**src/rtl/shift_add_multiplier.sv**
```systemverilog
// Sequential unsigned WIDTH x WIDTH shift-and-add multiplier, one partial product per clock.
// The accumulate adder is a two-level carry-lookahead built from 4-bit slices.
module shift_add_multiplier #(
  parameter int unsigned WIDTH = 32
) (
  input  logic                 clk,
  input  logic                 rst,
  input  logic                 start,
  input  logic [WIDTH-1:0]     a,
  input  logic [WIDTH-1:0]     b,
  output logic                 busy,
  output logic                 done,
  output logic [2*WIDTH-1:0]   product
);

  localparam int unsigned NumSlices = WIDTH / 4;
  localparam int unsigned CntW      = $clog2(WIDTH) + 1;

  localparam logic [1:0] StIdle = 2'd0;
  localparam logic [1:0] StRun  = 2'd1;
  localparam logic [1:0] StDone = 2'd2;

  localparam logic [CntW-1:0] LastCnt = CntW'(WIDTH - 1);

  logic [1:0]         state_q;
  logic [WIDTH-1:0]   mcand_q;
  logic [2*WIDTH-1:0] acc_q;
  logic [CntW-1:0]    cnt_q;
  logic [2*WIDTH-1:0] product_q;

  logic [WIDTH-1:0]     add_x;
  logic [WIDTH-1:0]     add_y;
  logic [WIDTH-1:0]     bit_g;
  logic [WIDTH-1:0]     bit_p;
  logic [WIDTH-1:0]     bit_c;
  logic [WIDTH-1:0]     sum;
  logic [NumSlices-1:0] grp_g;
  logic [NumSlices-1:0] grp_p;
  logic [NumSlices:0]   grp_c;
  logic                 cout;
  logic [2*WIDTH-1:0]   acc_next;

  // Slice P/G feed a second-level lookahead; its carries re-enter each slice's bit lookahead.
  always_comb begin
    int unsigned base;
    logic        term;
    add_x = acc_q[2*WIDTH-1:WIDTH];
    add_y = acc_q[0] ? mcand_q : '0;
    bit_g = add_x & add_y;
    bit_p = add_x ^ add_y;
    grp_g = '0;
    grp_p = '0;
    grp_c = '0;
    bit_c = '0;
    term  = 1'b0;
    base  = 0;

    for (int s = 0; s < int'(NumSlices); s++) begin
      base     = 4 * s;
      grp_g[s] = bit_g[base+3]
               | (bit_p[base+3] & bit_g[base+2])
               | (bit_p[base+3] & bit_p[base+2] & bit_g[base+1])
               | (bit_p[base+3] & bit_p[base+2] & bit_p[base+1] & bit_g[base]);
      grp_p[s] = &bit_p[base+:4];
    end

    // Carry-in of the whole adder is zero, so no cin term appears in the group carries.
    for (int k = 1; k <= int'(NumSlices); k++) begin
      for (int j = 0; j < k; j++) begin
        term = grp_g[j];
        for (int m = j + 1; m < k; m++) begin
          term = term & grp_p[m];
        end
        grp_c[k] = grp_c[k] | term;
      end
    end

    for (int s = 0; s < int'(NumSlices); s++) begin
      base           = 4 * s;
      bit_c[base]    = grp_c[s];
      bit_c[base+1]  = bit_g[base] | (bit_p[base] & grp_c[s]);
      bit_c[base+2]  = bit_g[base+1]
                     | (bit_p[base+1] & bit_g[base])
                     | (bit_p[base+1] & bit_p[base] & grp_c[s]);
      bit_c[base+3]  = bit_g[base+2]
                     | (bit_p[base+2] & bit_g[base+1])
                     | (bit_p[base+2] & bit_p[base+1] & bit_g[base])
                     | (bit_p[base+2] & bit_p[base+1] & bit_p[base] & grp_c[s]);
    end

    sum      = bit_p ^ bit_c;
    cout     = grp_c[NumSlices];
    acc_next = {cout, sum, acc_q[WIDTH-1:1]};
  end

  always_ff @(posedge clk) begin
    if (rst) begin
      state_q   <= StIdle;
      mcand_q   <= '0;
      acc_q     <= '0;
      cnt_q     <= '0;
      product_q <= '0;
    end else begin
      case (state_q)
        StRun: begin
          acc_q <= acc_next;
          cnt_q <= cnt_q + CntW'(1);
          if (cnt_q == LastCnt) begin
            product_q <= acc_next;
            state_q   <= StDone;
          end
        end
        default: begin
          if (start) begin
            mcand_q <= a;
            acc_q   <= {{WIDTH{1'b0}}, b};
            cnt_q   <= '0;
            state_q <= StRun;
          end else begin
            state_q <= StIdle;
          end
        end
      endcase
    end
  end

  assign busy    = (state_q == StRun);
  assign done    = (state_q == StDone);
  assign product = product_q;

endmodule

```
**config.mk**
```make
export PLATFORM = sky130hd
export DESIGN_NAME = shift_add_multiplier
export DESIGN_NICKNAME = d
export VERILOG_FILES = /design/src/rtl/shift_add_multiplier.sv
export SDC_FILE = /design/constraint.sdc
export NUM_CORES = 1
export LEC_CHECK = 0
export CAP_MARGIN = 20
export CORE_ASPECT_RATIO = 1.2
export CORE_MARGIN = 5
export CORE_UTILIZATION = 35
export CTS_BUF_LIST = sky130_fd_sc_hd__clkbuf_2
export CTS_CLUSTER_SIZE = 20
export DETAILED_ROUTE_END_ITERATION = 10
export GPL_TIMING_DRIVEN = 0
export MAX_ROUTING_LAYER = met4
export PLACE_DENSITY_LB_ADDON = 0.25
export REMOVE_ABC_BUFFERS = 1
export SLEW_MARGIN = 25
export SYNTH_ARGS = -nofsm -noshare
export SYNTH_HDL_FRONTEND = slang
export SYNTH_SLANG_ARGS = --single-unit
```
**constraint.sdc**
```tcl
create_clock -name clk -period 3.95 [get_ports clk]
set_input_delay 0.79 -clock clk [delete_from_list [all_inputs] [get_ports clk]]
set_output_delay 0.79 -clock clk [all_outputs]
set_load 0.03 [all_outputs]
```
# Word level (Yosys, flattened, before mapping)

Cells that the tools add are included.

Register bits after elaboration: 168
Output and inout port bits: 66
Word-level logic and storage cells: 264

$add $sub $neg: 1
Equal/unequal tests: 4
Mux-type cells: 8
Bitwise logic cells: 236
Reduce and logical (&&, ||, !) cells: 10

Operators by type and width:

| operator              | count |
|---|---|
| $and A1 B1 Y1         | 135 |
| $mux W64              | 2 |
| $or A1 B1 Y1          | 97 |
| $xor A32 B32 Y32      | 2 |
| $and A32 B32 Y32      | 1 |
| $mux W32              | 1 |
| $reduce_and A4 Y1     | 7 |
| $mux W6               | 2 |
| $add A6 B1 Y6 const B | 1 |
| $eq A6 B5 Y1 const B  | 1 |
| $mux W2               | 2 |
| $reduce_and A2 Y1     | 2 |
| $eq A2 B1 Y1 const B  | 1 |
| $eq A2 B2 Y1 const B  | 1 |
| $ne A2 B1 Y1 const B  | 1 |
| $reduce_bool A2 Y1    | 1 |
| $mux W1               | 1 |
| $not A1 Y1            | 1 |

# Logic depth before layout (Yosys ltp)

Word-level depth: 22
Gate-level depth with buffers: 15
Mapped depth without buffers: 14

# Least setup slack after synthesis

No wires, ideal clock.

Path type: reg-to-reg
From: register acc_q[0]
To: register acc_q[52]
Data arrival time: 3111 ps
Slack: 768 ps
Cell stages (with the launch flop): 15
Path buffers: 1
Path through: dfxtp_1 -> clkbuf_1 -> and2_1 -> ha_1 -> a21o_1 -> a31o_1 -> a211o_1 -> a21oi_2 -> o221ai_2 -> a21oi_1 -> inv_1 -> fa_1 -> xor2_1 -> nand2_1 -> a21oi_1

Word-level cells in the longest chain between the ends: 18
Elaborated cells between the ends (all ways): 65
Classes of those cells: 2 x mux; 59 x bitwise; 4 x reduce/logical

Ends and longest elaborated chain:

| what                                                 | line       | text |
|---|---|---|
| from (decl)                                          | 27         | `logic [2*WIDTH-1:0] acc_q;` |
| from (signal assigned)                               | 106        | `acc_q <= acc_next;` |
| from (signal assigned)                               | 116        | `acc_q <= {{WIDTH{1'b0}}, b};` |
| $mux W32 (*)                                         | 48         | `add_y = acc_q[0] ? mcand_q : '0;` |
| $xor A32 B32 Y32 or $and A32 B32 Y32 (tied branches) | 50, 49     |  |
| $and A1 B1 Y1, on equally long branches              | 61, 62, 63 |  |
| $or A1 B1 Y1 (tied with other cells)                 | 61         | `\| (bit_p[base+3] & bit_g[base+2])` |
| $or A1 B1 Y1 or $and A1 B1 Y1 (tied branches)        | 62, 63     |  |
| $or A1 B1 Y1                                         | 63         | `\| (bit_p[base+3] & bit_p[base+2] & bit_p[base+1] & bit_g[base]);` |
| $and A1 B1 Y1 (4 in a row)                           | 72         | `term = term & grp_p[m];` |
| $or A1 B1 Y1 (4 in a row)                            | 74         | `grp_c[k] = grp_c[k] \| term;` |
| $and A1 B1 Y1                                        | 81         | `bit_c[base+1] = bit_g[base] \| (bit_p[base] & grp_c[s]);` |
| $or A1 B1 Y1                                         | 81         |  |
| $xor A32 B32 Y32 (*)                                 | 91         | `sum = bit_p ^ bit_c;` |
| $mux W64 (*)                                         | 104        | `case (state_q)` |

Every way passes the cells marked *; elsewhere a longest branch is shown, timed or not.
A chain may end at the register's enable or synchronous reset.

# Worst setup path after layout

From: register state_q[1]
To: output busy

Word-level cells in the longest chain between the ends: 1

Ends and longest elaborated chain:

| what                   | line | text |
|---|---|---|
| from (decl)            | 25   | `logic [1:0] state_q;` |
| from (signal assigned) | 98   | `state_q <= StIdle;` |
| from (signal assigned) | 110  | `state_q <= StDone;` |
| from (signal assigned) | 118  | `state_q <= StRun;` |
| $eq A2 B1 Y1           | 127  | `assign busy = (state_q == StRun);` |
| to (decl)              | 11   | `output logic busy,` |

No other way between the ends.

==> impl_results.md <==
- Outcome: complete, no violations
- Tmin final: 3.73 ns
- Most common cell after layout, fill and taps aside: nand2_1
- Via count: 6580
- CTS root buf: clkbuf_2
- Initial antenna violation count: 1
- Final period utilization: 94.4%
- Final setup margin: 0.219 ns
- EDFF count, synth: 0
- Sequential power share: 58.5%
- Total wire length: 19900 um
- Fin area: 9570 um2
- Logic pwr share: 9.9%
- Mean Syn Cell Area: between 8 and 9 um2
- # setup viols final: 0
- Final #Nets: 1139
- Worst-Skew Late Latency: 0.74 ns
- Pre-CTS setup slack: 0.141 ns
- Critical path's slowest cell: clkdlybuf4s50_1
- CTS HTree Levels: 4
- Max Cap Viol: 0
- Worst VDD drop: 163 uV
- Chip Height: ~170 um
- Fill count: 2212
- Arr. time, crit path: 2.94 ns
- Max-slew violations: 0
- Hold-fix buffers, CTS: 0
- Initial DRT Pass Iterations: 4
- Setup crit start kind: flop
- Core area: 21600 um2
- Dpl hpwl: 13000 um
- FFs w/ async S/R, synth: 0%
- Worst r2r dst: product[52]
- Synthesized area: 7680 um2
- Routability cong.: 0.814
- Vias in the first global route: 6187
- 1st-iter DRT viols: 182
- Row count: 59
- Synth warn: 0
- GRT overflow: 0
- CP endpoint kind: primary output
- Rel. slew slack: between 30% and 40%
- F_max: 268 MHz
- Die X: 145 um
- Worst Reg-to-Reg Cells: 13
- DRC: 0
- Multi-input gate area: around 4000 um2
- Crit path cell chain: nand2b_4 -> buf_12 -> clkinvlp_4 -> clkdlybuf4s50_1
- Sink Count: 168
- Number of buffers created by CTS: 17
- Hold Path Stages: 2
- PD cells: 320 nW/um2
- Sw frac: 28.3%
- P_leak: between 0.003 and 0.004 uW
- Pin count of the biggest net entering global routing: between 100 and 150
- Placed cell areas: 9300 um2
- Most frequent cells in the layout: nand2_1 (205), dfxtp_1 (167), clkdlybuf4s50_1 (130)
- Flops & latches, synth: ~170
- Clock transition at path regs: 0.25 ns
- Worst Hold Launch: rst
- Worst-Margin Slew: 0.992 ns
- Post-CTS setup buffer count: 0
- ANT nets after route: 0
- Layout cells sized above 1: 5.56%
- Vias per cell: roughly 5
- Hold Path Class: in2reg
- Final Hold Vio Count: 0
- RSZ-0062 raised after global routing: no
- Port Buf Inserts: between 100 and 150
- CP required: roughly 3.2 ns
- First-pass GRT wire length: 31700 um
- Drt wl/cell: between 15 and 20 um
- Distinct cells, synth: 47
- CTS max path bufs: 2
- Worst-path maximum fanout: 56
- Post-synth top flop: dfxtp_1
- TritonCTS clock tree: built
- P_sw: 867 uW
- Worst path max stage delay: 0.71 ns
- Die Area: 25000 um2
- Area Growth Syn to Fin: 24.6%
- Worst hold endpoint: mcand_q[15]
- Seq/Total Area, Yosys: 43.8%
- Critical Setup Path Class: reg2out
- Post-synthesis cell count: 933
- GRT Util Overall: between 10% and 20%
- Clock share of power: 31.6%
- Initial core utilization: 35.5%
- R2R Setup Slk: 0.40 ns
- Seq. cell area: around 3400 um2
- Worst reg2reg path startpoint: acc_q[0]
- Worst Skew: between 0.04 and 0.05 ns
- Internal power: ~2200 uW
- Ports: 133
[how the worst max path moves through the flow]
stage | from | depth (start not counted) | end | slack (ns)
after detailed placement | acc_q[0] | 13 | acc_q[55] | 0.14
after floorplan | state_q[1] | 5 | mcand_q[0] | -0.76
after global routing | acc_q[0] | 14 | product[52] | 0.01
after CTS | state_q[1] | 4 | busy | 0.01
final | state_q[1] | 4 | busy | 0.22
after global placement | rst | 3 | acc_q[62] | -4.39
[power groups by stage]
stage | Clock (uW) | Combinational (uW) | Sequential, uW
final | 970 | 304 | 1790
after global routing | 1070 | 337 | 1800
after CTS | 1010 | 307 | 1790
after detailed placement | 0 | 302 | 1830
after global placement | 0 | 303 | 1830
after floorplan | 0 | 148 | 1810
[registers in the layout, indices dropped and copies added (netlist names)]
| name | count |
|---|---|
| acc_q | 64 |
| product | 64 |
| mcand_q | 32 |
| cnt_q | 6 |
| state_q | 2 |
[cells in the mapped netlist, types with 2 or more instances]
cell	number	area (um2)
o21ai_0	13	65.1
nor2_1	67	251
nand4_1	2	12.5
a211oi_1	41	308
inv_1	26	97.6
nor2b_1	2	12.5
ha_1	33	413
nor3_1	11	55.1
mux2i_1	32	320
a21oi_1	120	601
dfxtp_1	168	3360
a221o_1	2	20.0
a21o_1	8	60.1
a31oi_1	11	68.8
a211o_1	2	17.5
nand3b_1	2	15.0
or3_1	2	12.5
buf_1	7	26.3
a22o_1	13	114
o311ai_0	2	17.5
nand2_1	206	773
and3_1	2	12.5
o21bai_1	4	30.0
xnor2_1	11	96.3
xor2_1	10	87.6
clkbuf_1	57	214
fa_1	8	160
o211ai_1	2	15.0
and2_1	27	169
nand3_1	23	115
nand2b_1	2	12.5
nor4_1	2	12.5
[final cells by class]
class | count | area share [%]
multi-input combinational | 675 | 41.9
tap | 274 | 3.58
antenna | 1 | 0.0261
inverter | 26 | 1.06
clock inverter | 15 | 1.75
sequential | 168 | 35.2
clock buffer | 17 | 0.889
timing repair inverter | 1 | 0.0523
timing repair buffer | 142 | 15.6
[worst max-delay path: cells and delay by family, from the launching register on]
family,cells,cell delay [ns]
AND/OR/NAND/NOR,1,0.37
buffers and inverters,3,1.38
flip-flops,1,0.43
[timing repair]
action / in CTS / in global routing
cloned: 1 / 1
gates resized for setup: 1 / 1
setup endpoints to repair: 1 / 8
hold endpoints to repair: 0 / 0
[layer usage]
layer	vias up	track usage [%]	part of all wire (%)
met1	3054	20.5	49
met4	0	4.83	1.3
met3	17	2.70	3.4
met2	123	25.5	47
met5	-	-	0
li1	3386	-	-
[cell families after synthesis]
| family | Yosys count | share of synthesized area [%] |
|---|---|---|
| AND/OR/NAND/NOR | 351 | 19.3 |
| AO/OA/AOI/OAI | 229 | 18.5 |
| flip-flops | 168 | 43.8 |
| buffers and inverters | 91 | 4.46 |
| adder cells (fa/ha/maj) | 41 | 7.46 |
| multiplexers | 32 | 4.17 |
| XOR/XNOR | 21 | 2.39 |
[stage by stage]
step	cells	hold WS, ns	total power [uW]	setup TNS, ns	util [%]
global route	1319	0.359	3210	0	44.3
detailed placement	1284	0.444	2130	0	43.0
floorplan	868	0.426	1960	-30.31	-
CTS	1317	0.332	3110	0	44.2
global placement	1274	0.440	2130	-437.98	42.1
finish	1319	0.419	3070	0	44.3
No activity file was read; power rests on OpenSTA's default activity.
